## src/rtl/fetch_line_req.sv

```systemverilog
// Instruction-line fetch requester: issues one 64-byte line read at a time from fetch_pc,
// delivers the returned line to the instruction buffer and follows pipeline redirects.
module fetch_line_req #(
    parameter logic [47:0] RESET_PC = 48'h0000_8000_0000
) (
    input  logic         clock,
    input  logic         reset_n,
    input  logic         fetch_inst,
    input  logic         redirect_valid,
    input  logic [47:0]  redirect_target,
    output logic         mem_req_valid,
    output logic [47:0]  mem_req_addr,
    input  logic         mem_req_ready,
    input  logic         mem_resp_valid,
    input  logic [511:0] mem_resp_data,
    output logic         pc_operation_done,
    output logic [511:0] pc_read_inst,
    output logic [47:0]  pc,
    output logic         cut_first_32_bit,
    output logic         clear_ibuffer,
    output logic         can_fetch_inst,
    output logic [1:0]   fsm_state
);

    // Handshake: a request transfers on a rising edge where mem_req_valid and
    // mem_req_ready are both high; mem_req_addr is held stable while valid waits.
    localparam logic [1:0] ST_IDLE = 2'd0;
    localparam logic [1:0] ST_REQ  = 2'd1;
    localparam logic [1:0] ST_WAIT = 2'd2;
    localparam logic [1:0] ST_DROP = 2'd3;

    logic [1:0]   state_q, state_d;
    logic [47:0]  fetch_pc_q, fetch_pc_d;
    logic         pending_q, pending_d;
    logic         done_q, done_d;
    logic         clear_q, clear_d;
    logic [511:0] line_q, line_d;
    logic [47:0]  pc_q, pc_d;
    logic         cut_q, cut_d;
    logic [47:0]  next_line_pc;

    // A line starting at word 1 of a 64-byte block only has 15 words before the boundary.
    assign next_line_pc = fetch_pc_q + (fetch_pc_q[2] ? 48'd60 : 48'd64);

    always_comb begin
        state_d    = state_q;
        fetch_pc_d = fetch_pc_q;
        pending_d  = pending_q;
        done_d     = 1'b0;
        clear_d    = 1'b0;
        line_d     = line_q;
        pc_d       = pc_q;
        cut_d      = cut_q;

        if (redirect_valid) begin
            fetch_pc_d = {redirect_target[47:2], 2'b00};
            pending_d  = 1'b0;
            clear_d    = 1'b1;
            case (state_q)
                ST_WAIT: state_d = mem_resp_valid ? ST_REQ : ST_DROP;
                ST_DROP: state_d = ST_DROP;
                default: state_d = ST_REQ;
            endcase
        end else begin
            case (state_q)
                ST_IDLE: begin
                    if (fetch_inst || pending_q) begin
                        state_d   = ST_REQ;
                        pending_d = 1'b0;
                    end
                end
                ST_REQ: begin
                    if (fetch_inst) pending_d = 1'b1;
                    if (mem_req_ready) state_d = ST_WAIT;
                end
                ST_WAIT: begin
                    if (fetch_inst) pending_d = 1'b1;
                    if (mem_resp_valid) begin
                        done_d     = 1'b1;
                        line_d     = mem_resp_data;
                        pc_d       = fetch_pc_q;
                        cut_d      = fetch_pc_q[2];
                        fetch_pc_d = next_line_pc;
                        state_d    = ST_IDLE;
                    end
                end
                default: begin
                    if (fetch_inst) pending_d = 1'b1;
                    if (mem_resp_valid) state_d = ST_REQ;
                end
            endcase
        end
    end

    always_ff @(posedge clock or negedge reset_n) begin
        if (!reset_n) begin
            state_q    <= ST_REQ;
            fetch_pc_q <= RESET_PC;
            pending_q  <= 1'b0;
            done_q     <= 1'b0;
            clear_q    <= 1'b0;
            line_q     <= '0;
            pc_q       <= '0;
            cut_q      <= 1'b0;
        end else begin
            state_q    <= state_d;
            fetch_pc_q <= fetch_pc_d;
            pending_q  <= pending_d;
            done_q     <= done_d;
            clear_q    <= clear_d;
            line_q     <= line_d;
            pc_q       <= pc_d;
            cut_q      <= cut_d;
        end
    end

    // Reset parks the FSM in REQ, so the request is masked until reset_n is released.
    assign mem_req_valid     = (state_q == ST_REQ) && reset_n;
    assign mem_req_addr      = fetch_pc_q;
    assign pc_operation_done = done_q;
    assign clear_ibuffer     = clear_q;
    assign pc_read_inst      = line_q;
    assign pc                = pc_q;
    assign cut_first_32_bit  = cut_q;
    assign can_fetch_inst    = (state_q == ST_IDLE) && !pending_q;
    assign fsm_state         = state_q;

endmodule

```

## config.mk

```make
export PLATFORM = sky130hd
export DESIGN_NAME = fetch_line_req
export DESIGN_NICKNAME = d
export VERILOG_FILES = /design/src/rtl/fetch_line_req.sv
export SDC_FILE = /design/constraint.sdc
export NUM_CORES = 1
export LEC_CHECK = 0
export ABC_CLOCK_PERIOD_IN_PS = 2400
export BUFFER_PORTS_ARGS = -buffer_cell sky130_fd_sc_hd__buf_4
export CAP_MARGIN = 10
export CORE_AREA = 3 3 462 464
export CTS_CLUSTER_DIAMETER = 50
export DETAILED_ROUTE_END_ITERATION = 6
export DIE_AREA = 0 0 465 467
export GPL_ROUTABILITY_DRIVEN = 0
export PLACE_DENSITY = 0.3
export SLEW_MARGIN = 20
export SYNTH_ARGS = -nofsm -noshare
export SYNTH_HDL_FRONTEND = slang
export SYNTH_SLANG_ARGS = --single-unit
```

## constraint.sdc

```tcl
create_clock -name clock -period 2.4 [get_ports clock]
set_input_delay 0.48 -clock clock [delete_from_list [all_inputs] [get_ports clock]]
set_output_delay 0.48 -clock clock [all_outputs]
set_load 0.005 [all_outputs]
```

==> key figures, run 1 <==
Setup path
  • Origin of the critical flop-to-flop path: fsm_state[0]
  • Reg-to-reg slack, setup: 0.12 ns
  • Worst Path Required: 3.03 ns
  • CP max FO: 7
  • Crit path kind: reg2reg
  • Worst setup SP type: register
  • Last element of the critical path: mem_req_addr[42]
  • Crit. End Element: register
  • Beginning of the critical path: fsm_state[0]
  • CP Data Arrival Time: around 2.9 ns
  • Reg2reg path depth: 8
  • Reg-to-reg endpoint: mem_req_addr[42]

Synth
  • Compound-Gate Fraction of Synth Area: between 2 and 2.5%
  • Simple logic cell fraction of the synthesized area: about 30%
  • Average size of a mapped cell: ~8.8 sq um
  • Syn. warnings: 0
  • Synth area leaders: dfrtp_1, nand2_1, clkbuf_1
  • Mapped Cells: 2724
  • Synth area leader: dfrtp_1
  • Mux share of post-synthesis cell area: less than 1%
  • Primary FF master, synth: dfrtp_1
  • Post-synthesis sequential area ratio: 63.52%
  • Top post-synthesis cells by count: nand2_1, dfrtp_1, clkbuf_1
  • XOR/XNOR share of the synthesized area: 1.095%
  • Adder-Cell Fraction of Synth Area: 0.4693%
  • Yosys cell types: 52
  • Number of enable-type register cells in the synthesized netlist: 0
  • Cell area after synthesis: about 24000 sq um
  • Main combinational cell family by area after synthesis: simple AND/OR/NAND/NOR gates
  • Most common cell in the netlist: nand2_1
  • Synthesized flop and latch total: 609
  • Asr flop ratio synth: 100.0%
  • Yosys top cell area share: 63.31%

Timing
  • Worst Max-Slew Pin Slew: 0.6831 ns
  • Post-Route Skew: approximately 0.034 ns
  • Final Hold Viols: 0
  • Period minus WS final: 2.285 ns
  • Setup violators final: 0
  • Worst hold slack: 0.1851 ns
  • Slew HR: between 50% and 60%
  • Setup slack after layout: 0.1153 ns
  • Pins Over Slew Limit: 0
  • Fmax: 437.7 MHz
  • Crit share post-route: 95.19%
  • RSZ-0062 raised after global routing: yes

Finish
  • Synthesis-to-layout area growth: 98.83%
  • Share of post-route cells with drive strength above 1: 33.43%
  • Fin nets: 5169
  • # fillers: 23130
  • Final Non-Filler Cells: 7516

Flow run
  • Max-cap viol count: 0

Clock network
  • Max clock buf depth: 3
  • Clock Latency Late Sink: between 0.7 and 0.8 ns
  • H-Tree Level Count: 4
  • Root Buffer Master: clkbuf_16
  • Clk slew on worst S/H paths: 0.05 ns
  • Clk sinks: 609
  • CTS tree: done
  • Total CTS buffers: about 130

Global route
  • GRT Resource Usage Total: 13.63%
  • Initial antenna violation count: 29
  • First-pass GRT wire length: 213.3 mm
  • Largest net degree at the start of global routing: 97
  • Gr ovfl total: 0
  • Number of global-route vias before repair: 27650

Hold path
  • Worst min path class: in2reg
  • Worst hold path startpoint: redirect_valid

Floorplan
  • I/O pin total: 1181
  • Die Y: 467 um
  • Core Region: 209600 sq um
  • Core Rows: 168
  • Die ar.: 217200 sq um
  • Chip width: 465 um
  • Starting Density: 11.45%

Outcome
  • Outcome: finished clean

Pwr
  • Leakage power: 0.02424 uW
  • Pwr Density: 1122 nW/um^2
  • VDD IR max: 0.0006845 V

Route
  • # DRC: 0
  • Final wirelength: roughly 150 mm
  • 1st-pass router iterations: 4
  • DRT antenna net count: 0
  • Vias: approximately 25000
  • Via-to-Cell Ratio: between 3 and 4
  • Initial drt markers: 1039
  • Drt wl/cell: roughly 20 um

Placed design
  • Number of port buffers: between 1000 and 1500
  • Dpl hpwl: 119.6 mm
  • Placed cell count: 6701
  • Pre-CTS setup slack: -0.03984 ns
worst max-delay path, stage by stage (launching register included):
cell,delay (ns)
dfstp_2,0.37
inv_2,0.10
ha_1,0.18
nand4_1,0.15
or4_1,0.57
buf_4,0.22
nor4_1,0.34
xnor2_1,0.16
o21ai_1,0.07
layout by cell type, fill, tap and decap left out, types with 18 or more instances in the layout:
cell type | netlist | final
nand2_1 | 1708 | 1708
buf_4 | 5 | 1288
dfrtp_1 | 607 | 606
dlygate4sd3_1 | 0 | 560
clkbuf_16 | 0 | 132
o21ai_0 | 34 | 34
buf_12 | 0 | 32
clkbuf_1 | 125 | 20
nand4_1 | 19 | 19
xor2_1 | 18 | 18
clkinv_2 | 0 | 18
clkbuf_8 | 0 | 18
state kept, by name, summed over array words and instances (netlist names):
name               count
pc_read_inst         512
fsm_state              2
clear_ibuffer          1
pending_q              1
pc                    46
pc_operation_done      1
mem_req_addr          46
per-layer routing:
| layer | up-vias | share of wire [%] | GRT usage [%] |
|---|---|---|---|
| met5 | - | 0.045 | 0 |
| met4 | 10 | 2.2 | 3.628 |
| met3 | 171 | 9.0 | 5.505 |
| met2 | 971 | 48 | 22.90 |
| met1 | 12090 | 41 | 16.04 |
| li1 | 12250 | - | - |
final cells by class:
type                    instances  area, sq um  share of cell area, %
flip-flops and latches        609        15240                  31.95
inverters                      10        47.55                0.09966
clock buffers                 170         3626                  7.600
clock inverters                65         1051                  2.203
diodes                         15        37.54                0.07868
repair buffers               1883        15950                  33.44
multi-input cells            1959         8240                  17.27
well taps                    2805         3510                  7.356
logic make-up after synthesis:
logic type	after synthesis
fa+ha+maj	9
xor+xnor	30
compound gates	85
mux	6
simple gates	1825
buf+inv	159
other cells	1
flops	609
per-stage QoR:
| stage | total power (uW) | instance area [sq um] | util (%) | TNS, ns |
|---|---|---|---|---|
| 6_report | 53510 | 47710 | 22.76 | 0 |
| 5_1_grt | 57220 | 47700 | 22.76 | -0.01935 |
| 4_1_cts | 54950 | 47590 | 22.71 | 0 |
| 3_5_place_dp | 34000 | 37260 | 17.78 | -0.03984 |
| 3_3_place_gp | 34010 | 37260 | 17.78 | -0.01849 |
| 2_1_floorplan | 21400 | 24010 | - | 0 |
timing repair:
| item | 4_1_cts | 5_1_grt |
|---|---|---|
| pin swaps | 0 | 2 |
| resized for setup | 11 | 10 |
| hold buffers | 560 | 0 |
| cloned | 0 | 0 |
| hold endpoints to repair | 829 | 0 |
| endpoints found under the setup margin | 7 | 14 |
| buffers inserted | 2 | 4 |
power by group:
| group | total, uW | internal, uW | switching, uW |
|---|---|---|---|
| sequential | 17200 | 14500 | 2690 |
| clock | 19300 | 12600 | 6700 |
| combinational | 17000 | 8560 | 8430 |
| total | 53500 | 35700 | 17800 |
how the worst min path moves through the flow:
stage / endpoint / cells after the start / slack (ns)
finish: clear_ibuffer / 2 / 0.19
global route: clear_ibuffer / 2 / 0.15
CTS: clear_ibuffer / 2 / 0.11
detailed placement: pc_read_inst[251] / 2 / 0.46
global placement: pc_read_inst[117] / 2 / 0.46
floorplan: clear_ibuffer / 0 / 0.18
(Power assumes the default switching activity.)
==> run 2, diff against run 1 <==
--- a/config.mk
+++ b/config.mk
@@ -5,13 +5,14 @@
 export SDC_FILE = /design/constraint.sdc
 export NUM_CORES = 1
 export LEC_CHECK = 0
+export ABC_AREA = 1
 export ABC_CLOCK_PERIOD_IN_PS = 2400
 export BUFFER_PORTS_ARGS = -buffer_cell sky130_fd_sc_hd__buf_4
 export CAP_MARGIN = 10
-export CORE_AREA = 3 3 462 464
+export CORE_AREA = 3 3 458 460
 export CTS_CLUSTER_DIAMETER = 50
 export DETAILED_ROUTE_END_ITERATION = 6
-export DIE_AREA = 0 0 465 467
+export DIE_AREA = 0 0 461 463
 export GPL_ROUTABILITY_DRIVEN = 0
 export PLACE_DENSITY = 0.3
 export SLEW_MARGIN = 20
==> key figures, run 2 <==
Outcome
  • Outcome: finished clean

Setup path
  • Worst setup SP type: register
  • CP max FO: 4
  • CP Data Arrival Time: approximately 1.8 ns
  • Crit. End Element: primary output
  • Crit path kind: reg2out
  • Worst Path Required: between 1.5 and 2 ns

Synth
  • Adder-Cell Fraction of Synth Area: 0.4516%
  • Simple logic cell fraction of the synthesized area: 31.40%
  • Syn. warnings: 0
  • Synth area leaders: dfrtp_1, nand2_1, buf_2
  • Mux share of post-synthesis cell area: 0%
  • Primary FF master, synth: dfrtp_1
  • Synthesized flop and latch total: ~610
  • XOR/XNOR share of the synthesized area: 0.1756%
  • Cell area after synthesis: 24930 sq um
  • Mapped Cells: 2989
  • Main combinational cell family by area after synthesis: simple AND/OR/NAND/NOR gates
  • Post-synthesis sequential area ratio: 61.13%
  • Asr flop ratio synth: 100.0%
  • Most common cell in the netlist: nand2_1
  • Yosys cell types: 39
  • Top post-synthesis cells by count: nand2_1, dfrtp_1, inv_1
  • Average size of a mapped cell: about 8.3 sq um
  • Yosys top cell area share: 60.92%
  • Compound-Gate Fraction of Synth Area: 2.313%
  • Synth area leader: dfrtp_1
  • Number of enable-type register cells in the synthesized netlist: 0

Route
  • 1st-pass router iterations: 7
  • Final wirelength: 167.1 mm
  • Drt wl/cell: 21.99 um
  • DRT antenna net count: 0
  • Via-to-Cell Ratio: around 3.5
  • Vias: between 20000 and 30000
  • Initial drt markers: 1282
  • # DRC: 0

Clock network
  • Root Buffer Master: clkbuf_16
  • H-Tree Level Count: 4
  • Clk sinks: 609
  • Max clock buf depth: 3
  • Total CTS buffers: 131
  • Clock Latency Late Sink: approximately 0.73 ns
  • Clk slew on worst S/H paths: 0.04 ns
  • CTS tree: done

Finish
  • Share of post-route cells with drive strength above 1: between 30% and 40%
  • Fin nets: 5356
  • Commonest cells after routing, fill and taps aside: nand2_1, buf_4, dfrtp_1
  • Most common cell after layout, fill and taps aside: nand2_1
  • # fillers: 22920
  • Util after Layout: 23.12%
  • Max reg flops: 512
  • Synthesis-to-layout area growth: 91.46%

Pwr
  • Pint: between 30000 and 40000 uW
  • Sw frac: 34.31%
  • Sequential Power Share: 31.8%
  • VDD IR max: 0.0006417 V
  • Pwr Density: 1205 nW/um^2
  • Leakage power: between 0.02 and 0.025 uW
  • Clock power share: 34.5%
  • Comb pwr share: ~34%
  • Sw power: 19740 uW

Floorplan
  • Core Region: 206400 sq um
  • Starting Density: 12.08%
  • Die ar.: 213400 sq um
  • Die Y: 463 um
  • I/O pin total: 1181
  • Chip width: roughly 460 um
  • Core Rows: around 170

Timing
  • Pins Over Slew Limit: 0
  • Crit share post-route: 95.17%
  • Slew HR: 58.94%
  • Setup_tns: 0 ns
  • RSZ-0062 raised after global routing: no
  • Final Hold Viols: 0
  • Worst Max-Slew Pin Slew: roughly 0.62 ns
  • Fmax: 437.8 MHz
  • Setup violators final: 0
  • Post-Route Skew: 0.04048 ns
  • Period minus WS final: 2.284 ns

Global route
  • Number of global-route vias before repair: 28340
  • Largest net degree at the start of global routing: 76
  • Initial antenna violation count: 28
  • Gr ovfl total: 0
  • GRT Resource Usage Total: 15.28%
  • First-pass GRT wire length: 231.2 mm

Flow run
  • Max-cap viol count: 0

Placed design
  • Number of port buffers: 1174
  • Dpl hpwl: about 140 mm

Hold path
  • Worst min path class: in2reg
[run 2: cell count changes in the layout (fill, tap and decap cells not counted), sizes merged, moves of 23 or more]
| cell | delta |
|---|---|
| nand2 | +111 |
| inv | +99 |
| nor2 | +77 |
| dlygate4sd3 | -60 |
| nand3 | +49 |
| o21ai | +34 |
| buf | -23 |
[run 2: kinds of logic (layout without fill, tap and decap cells)]
logic type,count (synthesis),count (layout)
other,1,15
XOR/XNOR,5,5
AO/OA/AOI/OAI,102,102
adder cells (fa/ha/maj),9,9
buffers and inverters,248,2140
flip-flops,609,609
AND/OR/NAND/NOR,2015,2015
[run 2: power by group through the flow]
| stage | sequential [uW] | clock, uW | combinational (uW) |
|---|---|---|---|
| 6_report | 18300 | 19800 | 19400 |
| 5_1_grt | 19000 | 21000 | 21700 |
| 4_1_cts | 18400 | 20500 | 20300 |
| 3_5_place_dp | 18300 | 0 | 19500 |
| 3_3_place_gp | 18300 | 0 | 19500 |
| 2_1_floorplan | 18100 | 0 | 4730 |
[run 2: final timing paths]
check | endpoint | startpoint | slack, ns | depth (start not counted)
worst max register to register | mem_req_addr[38] | mem_req_addr[2] | 0.22 | 13
max in group asynchronous | pc_read_inst[198] | reset_n | 1.06 | 4
worst min-delay path | pc_read_inst[470] | mem_resp_data[470] | 0.05 | 3
worst min register to register | pc_read_inst[55] | pc_read_inst[55] | 0.46 | 2
worst max-delay path | can_fetch_inst | fsm_state[0] | 0.12 | 5
min in group asynchronous | pc_read_inst[411] | reset_n | 0.21 | 2
[run 2: cell type report]
| type | instances | area (sq um) | share of cell area [%] |
|---|---|---|---|
| multi-input cells | 2135 | 8610 | 18.03 |
| clock buffers | 171 | 3684 | 7.716 |
| repair buffers | 1800 | 15330 | 32.11 |
| diodes | 11 | 27.53 | 0.05766 |
| well taps | 2704 | 3383 | 7.087 |
| clock inverters | 65 | 1065 | 2.230 |
| inverters | 104 | 397.9 | 0.8335 |
| flip-flops and latches | 609 | 15240 | 31.93 |
[run 2: worst max-delay path, stage by stage, from the launching register on]
cell and delay (ns):
dfstp_2 0.55, inv_1 0.10, ha_4 0.19, inv_2 0.06, nor2_4 0.05, buf_4 0.14
[run 2: repair_timing]
action	in CTS	in global routing
gates cloned	0	0
setup endpoints to repair	1	3
hold endpoints to repair	577	1
setup buffers	0	1
hold buffers	499	1
resized for setup	4	6
pin swaps	0	2
[run 2: metrics by stage]
step / cell area, sq um / worst slack, ns / total power, uW / hold WS, ns / cells
floorplan: 24950 / 0.5998 / 22860 / 0.1844 / 2992
CTS: 47670 / 0.002465 / 59070 / 0.002152 / 7586
finish: 47740 / 0.1160 / 57520 / 0.05463 / 7599
global route: 47720 / 0.007057 / 61630 / 0.005265 / 7593
detailed placement: 37920 / 0.1089 / 37840 / 0.3744 / 6851
global placement: 37920 / 0.1314 / 37820 / 0.3744 / 6851
[run 2: metal layers]
layer	routed length, um	part of all wire [%]	GRT usage [%]
met1	66580	40	17.72
met2	79370	47	25.58
met3	16510	9.9	6.427
met4	4597	2.8	4.299
met5	69	0.041	0
==> run 3, diff against run 2 <==
--- a/config.mk
+++ b/config.mk
@@ -14,6 +14,7 @@
 export DETAILED_ROUTE_END_ITERATION = 6
 export DIE_AREA = 0 0 461 463
 export GPL_ROUTABILITY_DRIVEN = 0
+export MAX_ROUTING_LAYER = met4
 export PLACE_DENSITY = 0.3
 export SLEW_MARGIN = 20
 export SYNTH_ARGS = -nofsm -noshare
==> key figures, run 3 (synthesis results as in run 2) <==
Clock network
  • H-Tree Level Count: 4
  • Total CTS buffers: 131
  • Clock Latency Late Sink: approximately 0.73 ns
  • Clk sinks: between 600 and 700
  • Clk slew on worst S/H paths: approximately 0.040 ns
  • Max clock buf depth: 3
  • Root Buffer Master: clkbuf_16
  • CTS tree: done

Pwr
  • Leakage power: approximately 0.025 uW
  • Sw power: 19750 uW
  • Comb pwr share: 33.7%
  • Sequential Power Share: 31.8%
  • Pint: 37780 uW
  • Pwr Density: 1204 nW/um^2
  • Sw frac: roughly a third
  • VDD IR max: 0.0006358 V
  • Clock power share: approximately a third

Setup path
  • Worst setup SP type: register
  • Crit. End Element: primary output
  • Crit path kind: reg2out
  • CP max FO: 4
  • Reg-to-reg endpoint: mem_req_addr[31]
  • Origin of the critical flop-to-flop path: mem_req_addr[2]
  • Reg-to-reg slack, setup: about 0.23 ns
  • Worst Path Required: 1.92 ns
  • CP Data Arrival Time: about 1.8 ns
  • Reg2reg path depth: 11

Finish
  • Synthesis-to-layout area growth: 91.62%
  • Fin nets: 5356
  • Util after Layout: 23.14%
  • Max reg flops: 512
  • Most common cell after layout, fill and taps aside: nand2_1
  • Final Non-Filler Cells: 7615
  • Post-route cell area: 47780 sq um
  • Share of post-route cells with drive strength above 1: 31.78%
  • Commonest cells after routing, fill and taps aside: nand2_1, buf_4, dfrtp_1

Floorplan
  • Die ar.: 213400 sq um
  • Core Rows: 167
  • Core Region: 206400 sq um
  • Die Y: 463 um
  • Chip width: 461 um
  • Starting Density: about 12%
  • I/O pin total: about 1200

Timing
  • RSZ-0062 raised after global routing: no
  • Worst Max-Slew Pin Slew: between 0.6 and 0.7 ns
  • Setup_tns: 0 ns
  • Setup violators final: 0
  • Period minus WS final: 2.283 ns
  • Setup slack after layout: 0.1170 ns
  • Slew HR: 59.18%
  • Post-Route Skew: ~0.044 ns
  • Pins Over Slew Limit: 0
  • Fmax: roughly 440 MHz
  • Crit share post-route: 95.13%
  • Final Hold Viols: 0

Hold path
  • Worst min path class: in2reg
  • Worst hold path startpoint: mem_resp_data[470]
  • Hold depth: 3
  • Hold endpoint: pc_read_inst[470]

Route
  • Via-to-Cell Ratio: approximately 3.5
  • Vias: roughly 27000
  • 1st-pass router iterations: 6
  • Final wirelength: approximately 170 mm
  • Drt wl/cell: ~22 um
  • Initial drt markers: 1347
  • # DRC: 0
  • DRT antenna net count: 0

Outcome
  • Outcome: finished clean

Global route
  • Initial antenna violation count: 38
  • Gr ovfl total: 0
  • GRT Resource Usage Total: 15.72%
  • Number of global-route vias before repair: 28440
  • Largest net degree at the start of global routing: 76
  • First-pass GRT wire length: 230.8 mm

Placed design
  • Dpl hpwl: between 100 and 150 mm
  • Pre-CTS setup slack: 0.1089 ns
  • Placed cell count: 6851
  • Placed Area: 37920 sq um
  • Number of port buffers: 1174

Flow run
  • Max-cap viol count: 0
-- run 3: cell count changes in the layout (fill, tap and decap cells not counted) --
cell,previous run,this run
diode_2,11,27
-- run 3: critical path, cell delays in order, from the launching register on --
cell and delay, ns:
dfstp_2 0.55, inv_1 0.10, ha_4 0.19, inv_2 0.06, nor2_4 0.05, buf_4 0.14
-- run 3: per-stage QoR --
step | hold slack [ns] | power (uW)
after floorplan | 0.1844 | 22860
after global placement | 0.3744 | 37820
after detailed placement | 0.3744 | 37840
after CTS | 0.002152 | 59070
after global routing | 0.003990 | 61630
final | 0.05679 | 57530
-- run 3: what timing repair did --
item / 4_1_cts / 5_1_grt
pin swaps: 0 / 2
hold buffers: 499 / 1
buffers inserted: 0 / 1
resized for setup: 4 / 6
endpoints found under the setup margin: 1 / 3
hold endpoints to repair: 577 / 1
-- run 3: worst max path at each step --
| stage | cells after the start | end | start |
|---|---|---|---|
| final | 5 | can_fetch_inst | fsm_state[0] |
| after CTS | 5 | can_fetch_inst | fsm_state[0] |
| after global placement | 9 | pc_read_inst[311] | fsm_state[0] |
| after floorplan | 10 | mem_req_addr[21] | mem_req_addr[2] |
| after detailed placement | 9 | pc_read_inst[311] | fsm_state[0] |
| after global routing | 5 | can_fetch_inst | fsm_state[0] |
-- run 3: routing by layer --
metal	GRT usage [%]	part of all wire (%)	routed length, um
met4	4.319	2.8	4609
met3	6.469	10	16700
met5	-	0	0
met1	17.72	40	66490
met2	25.52	47	79240
-- run 3: cell type report --
cell class                      count  area, sq um
Clock buffer                      171         3684
Timing Repair Buffer             1800        15330
Sequential cell                   609        15240
Multi-Input combinational cell   2135         8610
Fill cell                       22920       158700
Clock inverter                     65         1065
Antenna cell                       27        67.56
Inverter                          104        397.9
Tap cell                         2704         3383
-- run 3: power groups by stage --
| stage | registers [uW] | logic [uW] | clock network [uW] |
|---|---|---|---|
| finish | 18300 | 19400 | 19800 |
| floorplan | 18100 | 4730 | 0 |
| CTS | 18400 | 20300 | 20500 |
| detailed placement | 18300 | 19500 | 0 |
| global route | 19000 | 21700 | 21000 |
| global placement | 18300 | 19500 | 0 |
